### src/rtl/button_event_queue.sv
// rtl/button_event_queue.sv - debounced colour-button press queue polled by the CPU through a load
// Build option: define BUTTON_RELEASE_EVT_EN to also queue button releases (flagged in rd_data[7]).
module button_event_queue #(
  parameter int DEBOUNCE_CYCLES = 500000,
  parameter int DEPTH_LOG2      = 2
) (
  input  logic        clock,
  input  logic        reset,
  input  logic        red_button,
  input  logic        blue_button,
  input  logic        green_button,
  input  logic        yellow_button,
  input  logic        rd_en,
  output logic [31:0] rd_data,
  output logic        evt_pending
);

  localparam int DEPTH = 1 << DEPTH_LOG2;
  localparam int CW    = DEPTH_LOG2 + 1;
`ifdef BUTTON_RELEASE_EVT_EN
  localparam int EW    = 3;
`else
  localparam int EW    = 2;
`endif
  localparam logic [19:0] DB_LAST = 20'(DEBOUNCE_CYCLES - 1);

  // Bit index is the colour code: 0 red, 1 blue, 2 green, 3 yellow.
  logic [3:0]            raw;
  logic [3:0]            sync1;
  logic [3:0]            sync2;
  logic [3:0]            deb;
  logic [3:0]            deb_q;
  logic [19:0]           db_cnt [4];
  logic [3:0]            rise;
  logic                  push;
  logic [EW-1:0]         push_entry;
  logic                  do_push;
  logic                  pop;
  logic [EW-1:0]         mem [DEPTH];
  logic [DEPTH_LOG2-1:0] wr_ptr;
  logic [DEPTH_LOG2-1:0] rd_ptr;
  logic [CW-1:0]         count;
  logic                  ovf;
  logic                  full;
  logic                  valid;
  logic [EW-1:0]         head;
  logic [2:0]            count_disp;

  assign raw = {yellow_button, green_button, blue_button, red_button};

  // Two-flop synchronizers for the asynchronous button pins
  always_ff @(posedge clock or negedge reset) begin
    if (!reset) begin
      sync1 <= '0;
      sync2 <= '0;
    end else begin
      sync1 <= raw;
      sync2 <= sync1;
    end
  end

  // Debounce: the level flips only after DEBOUNCE_CYCLES consecutive disagreeing samples
  always_ff @(posedge clock or negedge reset) begin
    if (!reset) begin
      deb   <= '0;
      deb_q <= '0;
      for (int i = 0; i < 4; i++) db_cnt[i] <= '0;
    end else begin
      deb_q <= deb;
      for (int i = 0; i < 4; i++) begin
        if (sync2[i] == deb[i]) begin
          db_cnt[i] <= '0;
        end else if (db_cnt[i] == DB_LAST) begin
          deb[i]    <= ~deb[i];
          db_cnt[i] <= '0;
        end else begin
          db_cnt[i] <= db_cnt[i] + 20'd1;
        end
      end
    end
  end

  assign rise = deb & ~deb_q;

  // Arbitration: lowest colour code wins; presses beat releases; losers are dropped silently
  always_comb begin
    push       = 1'b0;
    push_entry = '0;
`ifdef BUTTON_RELEASE_EVT_EN
    for (int i = 3; i >= 0; i--) begin
      if (~deb[i] & deb_q[i]) begin
        push       = 1'b1;
        push_entry = {1'b1, 2'(i)};
      end
    end
`endif
    for (int i = 3; i >= 0; i--) begin
      if (rise[i]) begin
        push       = 1'b1;
        push_entry = EW'(i);
      end
    end
  end

  assign valid   = (count != '0);
  assign full    = (count == CW'(DEPTH));
  assign pop     = rd_en & valid;
  // A pop in the same cycle frees the slot, so a full queue still accepts the push
  assign do_push = push & (~full | pop);

  // Queue pointers, occupancy and the sticky overflow flag
  always_ff @(posedge clock or negedge reset) begin
    if (!reset) begin
      wr_ptr <= '0;
      rd_ptr <= '0;
      count  <= '0;
      ovf    <= 1'b0;
    end else begin
      if (pop) rd_ptr <= rd_ptr + DEPTH_LOG2'(1);
      if (do_push) wr_ptr <= wr_ptr + DEPTH_LOG2'(1);
      if (pop) ovf <= 1'b0;
      else if (push && full) ovf <= 1'b1;
      case ({do_push, pop})
        2'b10:   count <= count + CW'(1);
        2'b01:   count <= count - CW'(1);
        default: count <= count;
      endcase
    end
  end

  // Event storage; contents are only observed while valid, so no reset is needed
  always_ff @(posedge clock) begin
    if (do_push) mem[wr_ptr] <= push_entry;
  end

  assign head = mem[rd_ptr];

  if (CW > 3) begin : g_sat
    assign count_disp = (|count[CW-1:3]) ? 3'd7 : count[2:0];
  end else begin : g_nosat
    assign count_disp = 3'(count);
  end

  // Status word: everything but the overflow flag reads zero while empty
  always_comb begin
    rd_data    = 32'd0;
    rd_data[3] = ovf;
    if (valid) begin
      rd_data[1:0] = head[1:0];
      rd_data[2]   = 1'b1;
      rd_data[6:4] = count_disp;
`ifdef BUTTON_RELEASE_EVT_EN
      rd_data[7]   = head[2];
`endif
    end
  end

  assign evt_pending = valid;

endmodule

### config.mk
export PLATFORM = sky130hd
export DESIGN_NAME = button_event_queue
export DESIGN_NICKNAME = d
export VERILOG_FILES = /design/src/rtl/button_event_queue.sv
export SDC_FILE = /design/constraint.sdc
export NUM_CORES = 1
export LEC_CHECK = 0
export CAP_MARGIN = 20
export CELL_PAD_IN_SITES_DETAIL_PLACEMENT = 0
export CELL_PAD_IN_SITES_GLOBAL_PLACEMENT = 2
export CORE_UTILIZATION = 35
export DETAILED_ROUTE_END_ITERATION = 12
export PLACE_DENSITY_LB_ADDON = 0.1
export SLEW_MARGIN = 10
export SYNTH_ARGS = -nofsm -noshare
export SYNTH_HDL_FRONTEND = slang
export SYNTH_SLANG_ARGS = --single-unit
### constraint.sdc
create_clock -name clock -period 2 [get_ports clock]
set_input_delay 0.3 -clock clock [delete_from_list [all_inputs] [get_ports clock]]
set_output_delay 0.3 -clock clock [all_outputs]
set_load 0.01 [all_outputs]
# [Word-level counts from Yosys, hierarchy flattened]
# Memory sizes are Yosys's and may differ from the RTL's.
# Cells that the tools add are included.
# Widths: inputs -> output; s select.
[totals] mem_bits_rw=8 reg_bits=104 memories=1 inputBits=7 elab_cells=80 output_inout_bits=33
[memory_table] name="mem" depth=4 width=2 read_ports=1 rd_ports_with_merged_regs=0 wr=1 line="39" text="logic [EW-1:0] mem [DEPTH];"
[op_classes] addsub=8 n_mux=23 eq_ne=11 n_reduce_logical=8 n_bitwise=14
[ops] op="$mux 20" n=8
[ops] op="$add 20x1->20 const B" n=4
[ops] op="$eq 20x19->1 const B" n=4
[ops] op="$not 1->1" n=9
[ops] op="$mux 1" n=8
[ops] op="$mux 2" n=4
[ops] op="$reduce_and 2->1" n=4
[ops] op="$mux 3" n=2
[ops] op="$pmux 3 s2" n=1
[ops] op="$add 2x1->2 const B" n=2
[ops] op="$and 4x4->4" n=1
[ops] op="$eq 1x1->1" n=4
[ops] op="$not 4->4" n=1
[ops] op="$reduce_bool 2->1" n=2
[ops] op="$add 3x1->3 const B" n=1
[ops] op="$eq 3x3->1 const B" n=1
[ops] op="$reduce_bool 3->1" n=1
[ops] op="$sub 3x1->3 const B" n=1
[ops] op="$and 1x1->1" n=2
[ops] op="$eq 2x1->1 const B" n=1
[ops] op="$eq 2x2->1 const B" n=1
[ops] op="$logic_and 1x1->1" n=1
[ops] op="$or 1x1->1" n=1

# [Logic depth before layout (Yosys ltp)]
[logic_depth] word_depth=9 ltp_mapped=7 ltp_nobuf=7

# [Least setup slack after synthesis]
# OpenSTA, ideal clock, no wires.
[synth_timing] path_kind="flip-flop to flip-flop" startpoint="register deb[0]" endpoint="register count[1]" path_buffers=0 required_ps=1875 synth_period_minus_slack_ps=2000 setup_ps=125 setup_slack_ps=0 arrival_ps=1876 stages_incl_launch_ff=6 path_cell_list="dfrtp_1 -> nor2b_1 -> nor4_1 -> and2_1 -> fa_1 -> mux2_2"
[synth_between] elab_chain_cells=5 word_cells_on_any_way=7 classes_between="2 x eq/ne; 2 x mux; 2 x bitwise; 1 x reduce/logical"
[synth_lines] item="from (decl)" line="31" text="logic [3:0] deb;"
[synth_lines] item="from (signal, indexed assignment)" line="74" text="deb[i] <= ~deb[i];"
[synth_lines] item="$and 4x4->4 *" line="83" text="assign rise = deb & ~deb_q;"
[synth_lines] item="$mux 1 *" line="98" text="if (rise[i]) begin"
[synth_lines] item="$and 1x1->1 *" line="109" text="assign do_push = push & (~full | pop);"
[synth_lines] item="$eq 2x1->1 or $eq 2x2->1 (tied branches)" line="123" text="case ({do_push, pop})"
[synth_lines] item="$pmux 3 s2 or $reduce_bool 2->1 (tied branches)"
[synth_lines] item="to (signal assigned)" line="124" text="2'b10: count <= count + CW'(1);"
[synth_lines] item="to (signal assigned)" line="125" text="2'b01: count <= count - CW'(1);"
[synth_lines] item="to (signal assigned)" line="126" text="default: count <= count;"
[synth_lines] item="to (decl)" line="42" text="logic [CW-1:0] count;"
# Every way passes the cells marked *; elsewhere a longest branch is shown, timed or not.
# A chain may end at the register's enable or synchronous reset.

# [Worst setup path after layout]
[layout_timing] startpoint="register rd_ptr[0]" endpoint="output port rd_data[1]"
[layout_between] elab_chain_cells=2
[layout_lines] item="from (decl)" line="41" text="logic [DEPTH_LOG2-1:0] rd_ptr;"
[layout_lines] item="from (signal assigned)" line="119" text="if (pop) rd_ptr <= rd_ptr + DEPTH_LOG2'(1);"
[layout_lines] item="$mem_v2 4x2"
[layout_lines] item="$mux 3" line="148" text="if (valid) begin"
[layout_lines] item="to (decl)" line="14" text="output logic [31:0] rd_data,"
# No other way between the ends.

==> impl_metrics.toml <==
[run_status]
outcome = "complete, no violations"

[floorplanning]
initial_utilization_pct = 36.40
die_y_um = 128.7
dieArea_um2 = 16550
rows = 45
ioPinCount = 40
core-area_um2 = 15430
die-width_um = 128.7

[critical_path]
cp_slowest_cell = "mux4_2"
path_delay_family = "multiplexers"
slowest_delay_ns = 0.48
worst-setup-path-type = "reg2out"
crit_fanout = 2
critPathCaptureType = "output port"
cp.required_ns = 1.70
crit_path_cell_trace = "mux4_2, nor2b_1, dlygate4sd2_1"
worstPathArrival_ns = 1.61
critPathLaunchType = "register"
path_buf_inv = 1

[cells_and_area]
num-fill-cells = 1513
final_common_cell = "dfrtp_1"
layout-area-overhead-vs-synth_pct = 14.39
layout-drive-gt1-share_pct = 12.33
final_cell_mix = "dfrtp_1 (101), nor2_1 (60), nand3_1 (33), nand2_1 (31), buf_4 (30)"
diodes = 0
nets = 603
final_cell_area_um2 = 6424

[drt]
viasPerCell = 4.833
avgRoutedWirePerCell_um = 13.13
drtIter0Drc = 135
vias = 3881
drt-pass1-iter-count = 4
ant_nets = 0
drc = 0
routed_wl_um = 10540

[global_route]
grt_pass1_vias = 3759
grt_max_degree = 49
grt_usage_pct = 14.28
grt_pass1_wl_um = 18370
grt-ovfl-total = 0
antenna_found_initial = 0

[clock_tree]
cts_tree = "built"
cts_sinks = 112
cts_max_level = 3
cts_root_buf = "clkbuf_16"
cts_buffers = 9
path_clk_slew_ns = 0.07
clkLatencyLatePin_ns = 0.35
cts_buffer_depth = 2

[sta]
drv_slew = 0
finalSetupTns_ns = 0
timing.final.ws_setup_ns = 0.09412
rsz0062_at_grt = "false"
finalCriticalPeriod_ns = 1.906
whs_ns = 0.3499
timing.final.crit_share_pct = 95.29
setup_viol_count_final = 0
maxClockFrequency_mhz = 524.7
fin_skew_ns = 0.006460
finalHoldViolCount = 0

[synth]
synth_edf_count = 8
ys_seq_area_share_pct = 50.62
ys_ff_latch = 112
synth_flop_cell = "dfrtp_1"
ys_async_sr_fraction_pct = 92.86
syn_avg_cell_area_um2 = 10.19
yosys_warnings = 0
synth.cell_area_um2 = 5615
synth_cell_type_count = 49
syn_inst = 551

[pwr]
p_leak_nw = 2.697
switchingPower_mw = 0.9750
power_frac_clock_pct = 42.4
power_mw = 4.355
p_comb_share_pct = 3.8
power.internal_mw = 3.380
power_density_nw_per_um2 = 678.0
switching_share_pct = 22.38
seqPwrFrac_pct = 53.8
ir_worst_vdd_mv = 0.5309

[placement]
port_buffers = 14
hpwl_um = 7479
place_ws_ns = -0.06787
dpl_cell_area_um2 = 6025
gp_congestion = 0.7459

[worst_hold_path]
hp-class = "reg2reg"

[job]
maxCapViolations = 0
==> synthesized netlist by cell type (3+ instances only) <==
library cell	count	area, um^2
edfxtp_1	8	240.2
nand2_1	31	116.4
nand3_1	33	165.2
a21oi_1	23	115.1
o21ai_0	17	85.08
mux2_2	5	56.30
and3_1	10	62.56
inv_1	12	45.04
or4_1	10	75.07
or4b_1	3	30.03
nor4bb_1	3	30.03
clkbuf_1	5	18.77
xnor2_1	27	236.5
buf_2	7	35.03
nor2b_1	7	43.79
buf_4	28	210.2
nand4_1	18	112.6
mux2i_1	5	50.05
nand2b_1	3	18.77
or2_2	4	25.02
xor2_1	27	236.5
nor2_1	60	225.2
dfrtp_1	104	2603
and4_1	6	52.55
nor3_1	17	85.08
and2_1	9	56.30
nor4_1	15	93.84
o31ai_1	10	75.07
ha_1	8	100.1
or3_1	11	68.82
==> power by group through the flow <==
stage / clock network, mW / logic (mW) / registers [mW]
2_1_floorplan: 0 / 0.125 / 2.38
3_3_place_gp: 0 / 0.167 / 2.39
3_5_place_dp: 0 / 0.168 / 2.39
4_1_cts: 1.95 / 0.174 / 2.34
5_1_grt: 2.02 / 0.199 / 2.35
6_report: 1.85 / 0.167 / 2.34
==> flip-flops by register name, indices dropped and copies added, names as in the netlist <==
signal and count:
rd_ptr 2, deb_q 4, count 3, wr_ptr 2
deb 4, mem 8, sync1 4, sync2 4
db_cnt 80, ovf 1
==> metal layers <==
layer | share of wire [%] | up-vias | track usage (%)
met2 | 46 | 49 | 22.07
met4 | 0.95 | 0 | 3.875
met3 | 3.1 | 4 | 4.324
li1 | - | 1978 | -
met5 | 0 | - | 0
met1 | 50 | 1850 | 19.44
==> kinds of logic after synthesis <==
logic type,after synthesis,synth area share [%]
buf+inv,56,6.083
xor+xnor,54,8.423
flops,112,50.62
simple gates,248,23.80
other cells,1,0.06678
mux,12,2.696
fa+ha+maj,9,2.139
compound gates,59,6.172
==> worst paths after layout <==
path	start	endpoint	slack, ns	depth (start not counted)
worst max register to register	count[2]$_DFFE_PN0P_	count[2]$_DFFE_PN0P_	0.14	6
max in group asynchronous	reset	count[1]$_DFFE_PN0P_	0.82	3
worst min register to register	sync1[0]$_DFF_PN0_	sync2[0]$_DFF_PN0_	0.35	0
worst min-delay path	sync1[0]$_DFF_PN0_	sync2[0]$_DFF_PN0_	0.35	0
worst max-delay path	rd_ptr[0]$_DFFE_PN0P_	rd_data[1]	0.09	3
min in group asynchronous	reset	db_cnt[35]$_DFF_PN0_	0.42	2
==> layout make-up <==
class	instances	area (um^2)	share of cell area (%)
Sequential cell	112	2846	44.31
Clock buffer	11	242.7	3.779
Multi-Input combinational cell	407	2580	40.16
Clock inverter	5	61.31	0.9544
Timing Repair Buffer	45	384.1	5.980
Inverter	12	45.04	0.7012
Tap cell	211	264.0	4.110
==> through the flow <==
step	instances	utilization (%)
2_1_floorplan	575	-
3_3_place_gp	782	39.05
3_5_place_dp	782	39.05
4_1_cts	801	41.27
5_1_grt	803	41.64
6_report	803	41.64
==> timing repair <==
item | 4_1_cts | 5_1_grt
setup endpoints to repair | 4 | 7
pin swaps | 1 | 1
buffers inserted | 2 | 2
hold buffers | 1 | 0
cloned | 0 | 0
hold endpoints to repair | 28 | 0
resized for setup | 8 | 14
Power figures use the tool's default switching activity.
